===== src/rtl/dmem_arb_pkg.sv =====
// Shared types and address helpers for the data-memory line arbiter.
package dmem_arb_pkg;

  typedef enum logic [1:0] {
    IDLE = 2'd0,
    PEND = 2'd1,
    RCAP = 2'd2,
    DONE = 2'd3
  } arb_state_e;

  localparam int LINE_OFFSET_BITS = 5;

  // Byte address of a line: the index sits directly above the 32-byte offset.
  function automatic logic [31:0] line_to_byte_addr(input logic [31:0] line_idx);
    return line_idx << LINE_OFFSET_BITS;
  endfunction

endpackage


===== src/rtl/dmem_line_arbiter_if.sv =====
// Line-requester handshake bundle: master = requester side, slave = arbiter side.
interface dmem_line_arbiter_if #(
  parameter int LINE_WIDTH      = 256,
  parameter int LINE_ADDR_WIDTH = 7
);
  logic [1:0]                 req_valid;
  logic [1:0]                 req_write;
  logic [LINE_ADDR_WIDTH-1:0] req_line0;
  logic [LINE_ADDR_WIDTH-1:0] req_line1;
  logic [LINE_WIDTH-1:0]      req_wdata0;
  logic [LINE_WIDTH-1:0]      req_wdata1;
  logic [1:0]                 req_ready;
  logic [1:0]                 rsp_valid;
  logic [LINE_WIDTH-1:0]      rsp_rdata;

  modport master (
    output req_valid, req_write, req_line0, req_line1, req_wdata0, req_wdata1,
    input  req_ready, rsp_valid, rsp_rdata
  );

  modport slave (
    input  req_valid, req_write, req_line0, req_line1, req_wdata0, req_wdata1,
    output req_ready, rsp_valid, rsp_rdata
  );
endinterface


===== src/rtl/dmem_line_arbiter_rr_arb2.sv =====
// Two-input round-robin arbiter: on contention the requester that did not win last time wins.
module rr_arb2 (
  input  logic [1:0] valid,
  input  logic       last_grant,
  input  logic       enable,
  output logic [1:0] grant
);
  // NOTE: grant gets a default before the case so every path assigns it and no latch is inferred.
  always_comb begin
    grant = 2'b00;
    if (enable) begin
      case (valid)
        2'b01:   grant = 2'b01;
        2'b10:   grant = 2'b10;
        2'b11:   grant = last_grant ? 2'b01 : 2'b10;
        default: grant = 2'b00;
      endcase
    end
  end
endmodule


===== src/rtl/dmem_line_arbiter.sv =====
// Shares data_mem's line port between loader/DMA (req 0) and debug/trace (req 1); the CPU always wins.
// Define DMEM_ARB_STARVE_EN to add the starvation counter that raises cpu_hold.
module dmem_line_arbiter
  import dmem_arb_pkg::*;
#(
  parameter int LINE_WIDTH      = 256,
  parameter int LINE_ADDR_WIDTH = 7,
  parameter int STARVE_LIMIT    = 16
) (
  input  logic                  clk,
  input  logic                  reset,
  input  logic [31:0]           cpu_addr,
  input  logic                  cpu_memread,
  input  logic                  cpu_memwrite,
  input  logic                  dmem_clk_stall,
  output logic [31:0]           mem_addr,
  output logic                  mem_line_read,
  output logic                  mem_line_write,
  output logic [LINE_WIDTH-1:0] mem_line_wdata,
  input  logic [LINE_WIDTH-1:0] mem_line_rdata,
  dmem_line_arbiter_if.slave    req_if,
  output logic                  cpu_hold
);

  arb_state_e                 state_q, state_d;
  logic                       last_grant_q, last_grant_d;
  logic                       id_q, id_d;
  logic                       wr_q, wr_d;
  logic [LINE_ADDR_WIDTH-1:0] line_q, line_d;
  logic [LINE_WIDTH-1:0]      wdata_q, wdata_d;
  logic [LINE_WIDTH-1:0]      rdata_q, rdata_d;

  logic [1:0] grant;
  logic       arb_en, accept, grant_id, free, issue;

  // A line op may only use the memory when neither the CPU nor an in-flight access owns it.
  assign free   = !dmem_clk_stall && !cpu_memread && !cpu_memwrite && !reset;
  assign issue  = (state_q == PEND) && free;
  assign arb_en = (state_q == IDLE) && !reset;

  rr_arb2 u_rr_arb2 (
    .valid      (req_if.req_valid),
    .last_grant (last_grant_q),
    .enable     (arb_en),
    .grant      (grant)
  );

  assign accept   = |grant;
  assign grant_id = grant[1];

  always_comb begin
    state_d      = state_q;
    last_grant_d = last_grant_q;
    id_d         = id_q;
    wr_d         = wr_q;
    line_d       = line_q;
    wdata_d      = wdata_q;
    rdata_d      = rdata_q;
    case (state_q)
      IDLE: if (accept) begin
        state_d      = PEND;
        last_grant_d = grant_id;
        id_d         = grant_id;
        wr_d         = req_if.req_write[grant_id];
        line_d       = grant_id ? req_if.req_line1  : req_if.req_line0;
        wdata_d      = grant_id ? req_if.req_wdata1 : req_if.req_wdata0;
      end
      PEND: if (free) state_d = wr_q ? DONE : RCAP;
      RCAP: begin
        rdata_d = mem_line_rdata;
        state_d = DONE;
      end
      DONE:    state_d = IDLE;
      default: state_d = IDLE;
    endcase
  end

  // NOTE: sequential state uses non-blocking assignments so every flop samples pre-edge values.
  always_ff @(posedge clk) begin
    if (reset) begin
      // NOTE: the wide data holders are reset as well, so mem_line_wdata/rsp_rdata never expose stale lines.
      state_q      <= IDLE;
      last_grant_q <= 1'b1;
      id_q         <= 1'b0;
      wr_q         <= 1'b0;
      line_q       <= '0;
      wdata_q      <= '0;
      rdata_q      <= '0;
    end else begin
      state_q      <= state_d;
      last_grant_q <= last_grant_d;
      id_q         <= id_d;
      wr_q         <= wr_d;
      line_q       <= line_d;
      wdata_q      <= wdata_d;
      rdata_q      <= rdata_d;
    end
  end

  assign req_if.req_ready = grant;
  assign req_if.rsp_valid = ((state_q == DONE) && !reset) ? (id_q ? 2'b10 : 2'b01) : 2'b00;
  assign req_if.rsp_rdata = rdata_q;

  assign mem_line_read  = issue && !wr_q;
  assign mem_line_write = issue && wr_q;
  assign mem_addr       = issue ? line_to_byte_addr(32'(line_q)) : cpu_addr;
  assign mem_line_wdata = wdata_q;

`ifdef DMEM_ARB_STARVE_EN
  localparam int CNT_W = $clog2(STARVE_LIMIT + 1);

  logic [CNT_W-1:0] wait_cnt_q, wait_cnt_d;
  logic             cpu_hold_q, cpu_hold_d;

  // Counter saturates at the limit; hold stays up until the op finally leaves PEND.
  always_comb begin
    wait_cnt_d = '0;
    cpu_hold_d = 1'b0;
    if ((state_q == PEND) && (state_d == PEND)) begin
      wait_cnt_d = (wait_cnt_q == CNT_W'(STARVE_LIMIT)) ? wait_cnt_q : wait_cnt_q + 1'b1;
      cpu_hold_d = cpu_hold_q || (wait_cnt_d == CNT_W'(STARVE_LIMIT));
    end
  end

  always_ff @(posedge clk) begin
    if (reset) begin
      wait_cnt_q <= '0;
      cpu_hold_q <= 1'b0;
    end else begin
      wait_cnt_q <= wait_cnt_d;
      cpu_hold_q <= cpu_hold_d;
    end
  end

  assign cpu_hold = cpu_hold_q;
`else
  // Limit only matters when the starvation counter is built.
  localparam int unused_starve_limit = STARVE_LIMIT;
  assign cpu_hold = 1'b0;
`endif

endmodule

===== src/flat_wrapper.sv =====
// flat-port wrapper written by rule: the top's interface ports become plain ports
module dmem_line_arbiter_flat import dmem_arb_pkg::*;
#(
  parameter int LINE_WIDTH      = 256,
  parameter int LINE_ADDR_WIDTH = 7,
  parameter int STARVE_LIMIT    = 16
)
  (clk, reset, cpu_addr, cpu_memread, cpu_memwrite, dmem_clk_stall, mem_addr, mem_line_read, mem_line_write, mem_line_wdata, mem_line_rdata, cpu_hold, req_if_req_valid, req_if_req_write, req_if_req_line0, req_if_req_line1, req_if_req_wdata0, req_if_req_wdata1, req_if_req_ready, req_if_rsp_valid, req_if_rsp_rdata);
  dmem_line_arbiter_if #(.LINE_WIDTH(LINE_WIDTH), .LINE_ADDR_WIDTH(LINE_ADDR_WIDTH)) req_if_i ();
  input  logic clk;
  input  logic reset;
  input  logic [31:0] cpu_addr;
  input  logic cpu_memread;
  input  logic cpu_memwrite;
  input  logic dmem_clk_stall;
  output logic [31:0] mem_addr;
  output logic mem_line_read;
  output logic mem_line_write;
  output logic [LINE_WIDTH-1:0] mem_line_wdata;
  input  logic [LINE_WIDTH-1:0] mem_line_rdata;
  output logic cpu_hold;
  input wire logic [$bits(req_if_i.req_valid)-1:0] req_if_req_valid;
  input wire logic [$bits(req_if_i.req_write)-1:0] req_if_req_write;
  input wire logic [$bits(req_if_i.req_line0)-1:0] req_if_req_line0;
  input wire logic [$bits(req_if_i.req_line1)-1:0] req_if_req_line1;
  input wire logic [$bits(req_if_i.req_wdata0)-1:0] req_if_req_wdata0;
  input wire logic [$bits(req_if_i.req_wdata1)-1:0] req_if_req_wdata1;
  output wire logic [$bits(req_if_i.req_ready)-1:0] req_if_req_ready;
  output wire logic [$bits(req_if_i.rsp_valid)-1:0] req_if_rsp_valid;
  output wire logic [$bits(req_if_i.rsp_rdata)-1:0] req_if_rsp_rdata;
  assign req_if_i.req_valid = req_if_req_valid;
  assign req_if_i.req_write = req_if_req_write;
  assign req_if_i.req_line0 = req_if_req_line0;
  assign req_if_i.req_line1 = req_if_req_line1;
  assign req_if_i.req_wdata0 = req_if_req_wdata0;
  assign req_if_i.req_wdata1 = req_if_req_wdata1;
  assign req_if_req_ready = req_if_i.req_ready;
  assign req_if_rsp_valid = req_if_i.rsp_valid;
  assign req_if_rsp_rdata = req_if_i.rsp_rdata;
  dmem_line_arbiter #(.LINE_WIDTH(LINE_WIDTH), .LINE_ADDR_WIDTH(LINE_ADDR_WIDTH), .STARVE_LIMIT(STARVE_LIMIT)) u_core (.clk(clk), .reset(reset), .cpu_addr(cpu_addr), .cpu_memread(cpu_memread), .cpu_memwrite(cpu_memwrite), .dmem_clk_stall(dmem_clk_stall), .mem_addr(mem_addr), .mem_line_read(mem_line_read), .mem_line_write(mem_line_write), .mem_line_wdata(mem_line_wdata), .mem_line_rdata(mem_line_rdata), .req_if(req_if_i), .cpu_hold(cpu_hold));
endmodule

===== config.mk =====
export PLATFORM = sky130hd
export DESIGN_NAME = dmem_line_arbiter_flat
export DESIGN_NICKNAME = d
export VERILOG_FILES = /design/src/rtl/dmem_arb_pkg.sv /design/src/rtl/dmem_line_arbiter_if.sv /design/src/rtl/dmem_line_arbiter_rr_arb2.sv /design/src/rtl/dmem_line_arbiter.sv /design/src/flat_wrapper.sv
export SDC_FILE = /design/constraint.sdc
export NUM_CORES = 1
export LEC_CHECK = 0
export ABC_AREA = 1
export BUFFER_PORTS_ARGS = -buffer_cell sky130_fd_sc_hd__buf_2
export CAP_MARGIN = 20
export CELL_PAD_IN_SITES_DETAIL_PLACEMENT = 1
export CELL_PAD_IN_SITES_GLOBAL_PLACEMENT = 1
export CORE_AREA = 2 2 539 541
export CTS_BUF_LIST = sky130_fd_sc_hd__clkbuf_8 sky130_fd_sc_hd__clkbuf_16
export DETAILED_ROUTE_END_ITERATION = 7
export DIE_AREA = 0 0 541 543
export HOLD_SLACK_MARGIN = 0.15
export PLACE_DENSITY = 0.36
export SLEW_MARGIN = 5
export SYNTH_ARGS = -nofsm -noshare
export SYNTH_HDL_FRONTEND = slang
export SYNTH_SLANG_ARGS = --single-unit

===== constraint.sdc =====
create_clock -name clk -period 3.65 [get_ports clk]
set_input_delay 0 -clock clk [delete_from_list [all_inputs] [get_ports clk]]
set_output_delay 0 -clock clk [all_outputs]
set_load 0.05 [all_outputs]

==> impl_metrics.toml, run 1 <==
[outcome]
status = "complete, no violations"

[synthesis]
netlist_area_um2 = 22900
syn-num-nets = 4324
yosysWarnings = 0
synth_xor_area_share_pct = 0
synth_compound_area_share_pct = 11.5
synth_top_family_by_area = "simple AND/OR/NAND/NOR gates"
yosys_register_bits = 524
synth-simple-area-share_pct = 28.6
synthAdderAreaFrac_pct = 0.219
synth.avg_cell_area_um2 = 6.53
synth_cell_type_count = 18
syn_inst = 3497
synthMuxAreaShare_pct = 0
ys_seq_area_share_pct = 45.9

[detailed_routing]
vias_per_cell = 3.32
ant_nets = 0
vias = 34200
drt_pre_antenna_iters = 4
drt_wl_total_mm = 187
drc = 0
drtIter0Drc = 1274
routedWlPerCell_um = 18.2

[final_layout]
multi_input_area_um2 = 9300
fin_cells = 10300
final_area_um2 = 53500
final_core_util_pct = 18.6
drive_gt1_share_pct = 24.4
syn2layout_area_growth_pct = 134
fin_nets = 7245
nFillCells = 35000
seq_area_um2 = 10500

[clocking]
numCtsBuffers = 85
cts-root-buf = "clkbuf_16"
insertion_delay_ps = 800
htreeDepth = 3
cts_tree = "built"
clk_pin_slew_ps = 60
cts.sinks = 524
clockBufferDepth = 4

[die]
start_util_pct = 7.95
ios = 1374
rows = 197
die-width_um = 541
die_y_um = 543
design.core.area_um2 = 287000
die_area_um2 = 294000

[grt]
antenna_found_initial = 82
track_usage_pct = 12.1
use_met3_pct = 4.02
grt_max_degree = 149
grt_pass1_vias = 37100
grt_pass1_wl_mm = 262
overflow = 0
met1_usage_pct = 13.0
grt_util_met2_pct = 22.1
grt_busiest_layer = "met2"

[sta]
slew_violations = 0
hold_ws_ps = 222
fin_ws_ps = 291
fin_setup_tns_ps = 0
finalCritPeriodShare_pct = 92.0
max_freq_mhz = 298
setup_viol = 0
relSlewSlack_pct = 31.4
skew_ps = 81.3
tightest_slew_ps = 1030
rsz0062_at_grt = "false"
min_period_ps = 3360
final-hold-violation-count = 0

[power_and_ir_drop]
switching_share_pct = 48.1
p_seq_share_pct = 25.1
power.leakage_nw = 27.1
power.internal_mw = 17.7
clkPwrFrac_pct = 24.5
p_total_mw = 34.1
power_density_nw_per_um2 = 638
max-vdd-ir-drop_mv = 0.364
comb_power_share_pct = 50.4
power.switching_mw = 16.4

[placement]
dp_hpwl_mm = 140
dp_cells = 8474
dp_slack_ps = 933
io_buffers = 1372
place_area_um2 = 34100
place_congestion = 0.852

[setup_path]
critPathArrivalTime_ps = 4000
required_ps = 4290
critPathCaptureType = "flip-flop"
r2r_cells = 10
regToRegSetupSlack_ps = 290
worstPathMaxFanout = 34
start_kind = "flip-flop"
worstReg2RegEnd = "u_core.mem_line_wdata[236]"
rr_startpoint = "u_core.state_q[0]"
critPathKind = "flip-flop to flip-flop"

[hold_path]
worstHoldPathType = "primary input to flip-flop"
hold_end = "u_core.mem_line_wdata[143]"
worstHoldStart = "req_if_req_wdata1[143]"
hold_depth = 6

[run]
cap_violations = 0
timing repair:
| action | 4_1_cts | 5_1_grt |
|---|---|---|
| hold buffers | 1629 | 0 |
| setup endpoints to repair | 0 | 66 |
| gates resized for setup | 0 | 7 |
| endpoints found under the hold margin | 524 | 0 |
| setup buffers | 0 | 6 |
cell usage after synthesis:
library cell	number	share of area [%]
nand4_2	1	0.055
o211ai_1	1	0.033
clkbuf_1	114	1.9
nor2_2	1	0.027
inv_1	562	9.2
buf_4	9	0.30
nand2_2	1	0.027
a21oi_1	2	0.044
ha_1	4	0.22
buf_2	101	2.2
dfxtp_1	524	46
nand2_1	856	14
conb_1	1	0.016
o21ai_0	521	11
nor2_1	520	8.5
nand3_1	268	5.9
buf_1	10	0.16
inv_2	1	0.016
cell usage in the layout (no fill, tap or decap):
| master | instances |
|---|---|
| conb_1 | 1 |
| nor2_4 | 1 |
| nand2_8 | 1 |
| buf_12 | 19 |
| nand4_4 | 1 |
| nand3_4 | 2 |
| buf_6 | 1 |
| ha_2 | 1 |
| buf_2 | 1372 |
| inv_6 | 4 |
| clkinv_8 | 2 |
| o21ai_0 | 521 |
| dlygate4sd3_1 | 1629 |
| clkinv_4 | 1 |
| buf_4 | 44 |
| ha_1 | 2 |
| nand2_4 | 2 |
| nor2_1 | 520 |
| o211ai_1 | 1 |
| a21oi_1 | 2 |
| clkinvlp_4 | 3 |
| nand3_1 | 266 |
| clkinv_2 | 8 |
| inv_8 | 2 |
| ha_4 | 1 |
| clkbuf_16 | 86 |
| dfxtp_1 | 524 |
| inv_1 | 578 |
| clkbuf_8 | 26 |
| diode_2 | 30 |
| bufinv_16 | 4 |
| nand2_1 | 856 |
registers in the layout (all words and copies together), names as in the netlist:
register,cells
u_core.id_q,1
u_core.last_grant_q,1
u_core.line_q,7
u_core.mem_line_wdata,256
u_core.req_if.rsp_rdata,256
u_core.state_q,2
u_core.wr_q,1
power groups by stage:
stage | registers, mW | logic [mW] | clock network, mW
after CTS | 8.58 | 17.3 | 8.82
after detailed placement | 8.65 | 14.7 | 0
after global placement | 8.61 | 14.7 | 0
after global routing | 8.79 | 18.4 | 9.03
after floorplan | 14.6 | 3.54 | 0
final | 8.55 | 17.2 | 8.36
kinds of logic after synthesis:
kind of cell | after synthesis
other cells | 1
compound gates | 524
fa+ha+maj | 4
flops | 524
simple gates | 1647
buf+inv | 797
layer usage:
metal	vias to the layer above	routed length, um
met3	310	13900
met4	56	6330
met5	-	358
li1	16500	-
met2	1126	94500
met1	16200	72300
cell type report:
type / count / area share (%)
clock inverter: 39 / 0.604
tap: 3781 / 8.85
antenna: 30 / 0.140
inverter: 563 / 3.98
timing repair buffer: 3066 / 44.7
multi-input combinational: 2178 / 17.4
sequential: 524 / 19.6
clock buffer: 111 / 4.65
critical path, stage by stage, from the launching register on:
cell	delay [ps]
dfxtp_1	340
inv_1	160
ha_2	330
nand3_4	240
nand2_8	320
buf_4	410
nand3_1	120
dlygate4sd3_1	570
nand2_1	70
dlygate4sd3_1	540
inv_1	40
worst max-delay path by stage:
stage,cells past startpoint,start,slack (ps),endpoint
3_5_place_dp,10,u_core.state_q[0],930,u_core.mem_line_wdata[138]
3_3_place_gp,10,u_core.state_q[0],1040,u_core.mem_line_wdata[142]
6_report,10,u_core.state_q[0],290,u_core.mem_line_wdata[236]
2_1_floorplan,5,u_core.state_q[0],1750,u_core.id_q
5_1_grt,10,u_core.state_q[0],80,u_core.mem_line_wdata[239]
4_1_cts,11,u_core.state_q[0],5,u_core.mem_line_wdata[208]
Note: power is estimated with default switching activity, not from simulation.
==> run 2: changes to the inputs <==
==> constraint.sdc (replaced) <==
create_clock -name clk -period 3.65 [get_ports clk]
set_input_delay 0 -clock clk [delete_from_list [all_inputs] [get_ports clk]]
set_output_delay 0 -clock clk [all_outputs]
set_load 0.01 [all_outputs]
==> run 2 against run 1 <==
Utilization increased by 0.25 points. Highest routed layer unchanged. Maximum frequency decreased by 2.1%. Via count increased by 1.0%. Clock power increased by 0.6%. Sequential power about the same. Hold slack got worse by 45 ps. Sequential share of layout area decreased by 0.26 points. Final area increased by 1.3%. Combinational power decreased by 31%.
==> impl_metrics.toml, run 2 (synthesis gave the netlist of run 1 again) <==
[sta]
min_period_ps = 3430
final-hold-violation-count = 0
tightest_slew_ps = 786
finalCritPeriodShare_pct = 94.0
setup_viol = 0
slew_violations = 0
max_freq_mhz = 291
relSlewSlack_pct = 47.6
fin_ws_ps = 219
skew_ps = 47.9
hold_ws_ps = 177
fin_setup_tns_ps = 0
rsz0062_at_grt = "false"

[setup_path]
worstPathMaxFanout = 65
critPathKind = "primary input to flip-flop"
critPathArrivalTime_ps = 4120
critPathCaptureType = "flip-flop"
start_kind = "primary input"
required_ps = 4340
r2r_cells = 12

[final_layout]
final_cell_mix = "1696 x dlygate4sd3_1, 1372 x buf_2, 856 x nand2_1"
drive_gt1_share_pct = 24.2
fin_cells = 10400
multi_input_area_um2 = 9260
syn2layout_area_growth_pct = 137
final_core_util_pct = 18.8
seq_area_um2 = 10500
fin_nets = 7314
final_common_cell = "dlygate4sd3_1"
nFillCells = 34900

[clocking]
cts.sinks = 524
insertion_delay_ps = 780
clockBufferDepth = 4
numCtsBuffers = 84
clk_pin_slew_ps = 50
cts-root-buf = "clkbuf_16"
htreeDepth = 3
cts_tree = "built"

[run]
cap_violations = 0

[grt]
overflow = 0
grt_pass1_vias = 37500
grt_max_degree = 147
antenna_found_initial = 92
grt_pass1_wl_mm = 265
track_usage_pct = 12.3

[power_and_ir_drop]
power.leakage_nw = 27.7
power_density_nw_per_um2 = 533
max-vdd-ir-drop_mv = 0.355

[placement]
dp_slack_ps = 866
io_buffers = 1372
place_congestion = 0.843
dp_hpwl_mm = 142
dp_cells = 8480

[detailed_routing]
wl_met3_mm = 14.2
ant_nets = 0
routedWlPerCell_um = 18.1
wl_met2_mm = 95.1
drt_wl_total_mm = 187
wl_met1_mm = 71.9
top_layer_used = "met5"
drtIter0Drc = 1361
drt_pre_antenna_iters = 5
vias = 34500
vias_per_cell = 3.33
drc = 0

[hold_path]
hold_depth = 4
worstHoldPathType = "primary input to flip-flop"

[die]
die_y_um = 543
design.core.area_um2 = 287000
die-width_um = 541
die_area_um2 = 294000
start_util_pct = 7.95
rows = 197
ios = 1374

[outcome]
status = "complete, no violations"
-- run 2: cell types whose count changed in the layout (fill, tap and decap cells not counted), sizes merged --
| cell | change |
|---|---|
| inv | -4 |
| clkbuf | +1 |
| dlygate4sd3 | +67 |
| nand2 | -2 |
| clkinvlp | +2 |
| buf | +5 |
| clkinv | +2 |
| diode | +7 |
-- run 2: final timing paths --
check / from / to / slack, ps
min: mem_line_rdata[215] / u_core.req_if.rsp_rdata[215] / 180
max: reset / u_core.mem_line_wdata[155] / 220
min reg2reg: u_core.req_if.rsp_rdata[5] / u_core.req_if.rsp_rdata[5] / 500
max reg2reg: u_core.state_q[0] / u_core.mem_line_wdata[155] / 240
-- run 2: power breakdown --
part | switching [mW] | internal [mW] | leakage (nW)
Combinational | 6.65 | 5.24 | 21.9
Clock | 3.35 | 5.07 | 1.46
Sequential | 1.03 | 7.55 | 4.31
-- run 2: cell type report --
class                           count  area share [%]
Clock inverter                     38           0.614
Clock buffer                      113            4.62
Inverter                          563            3.94
Sequential cell                   524            19.4
Multi-Input combinational cell   2176            17.1
Antenna cell                       37           0.171
Tap cell                         3781            8.73
Timing Repair inverter              1         0.00924
Timing Repair Buffer             3137            45.5
-- run 2: routing by layer --
metal  up-vias  track usage, %
met2      1138            22.8
met4        64            3.70
met5         -               0
met3       302            3.97
met1     16400            13.1
li1      16700               -
-- run 2: worst max-delay path, stage by stage --
cell           delay, ps
dlygate4sd3_1        540
buf_2                140
dlygate4sd3_1        630
inv_8                240
nand2_1              160
nor2_4               220
buf_16               260
buf_12               270
nand2_1               90
nand3_1               90
dlygate4sd3_1        550
nand2_1               60
dlygate4sd3_1        560
inv_1                 60
-- run 2: what timing repair did --
action	in CTS	in global routing
buffers inserted	0	5
resized for setup	0	7
endpoints found under the hold margin	524	0
hold buffers	1696	0
endpoints found under the setup margin	0	10
-- run 2: through the flow --
stage          cell area, um2  total power [mW]
2_1_floorplan           22900              12.7
3_3_place_gp            34200              17.9
3_5_place_dp            34200              18.0
4_1_cts                 54000              29.5
5_1_grt                 54100              31.0
6_report                54200              28.9
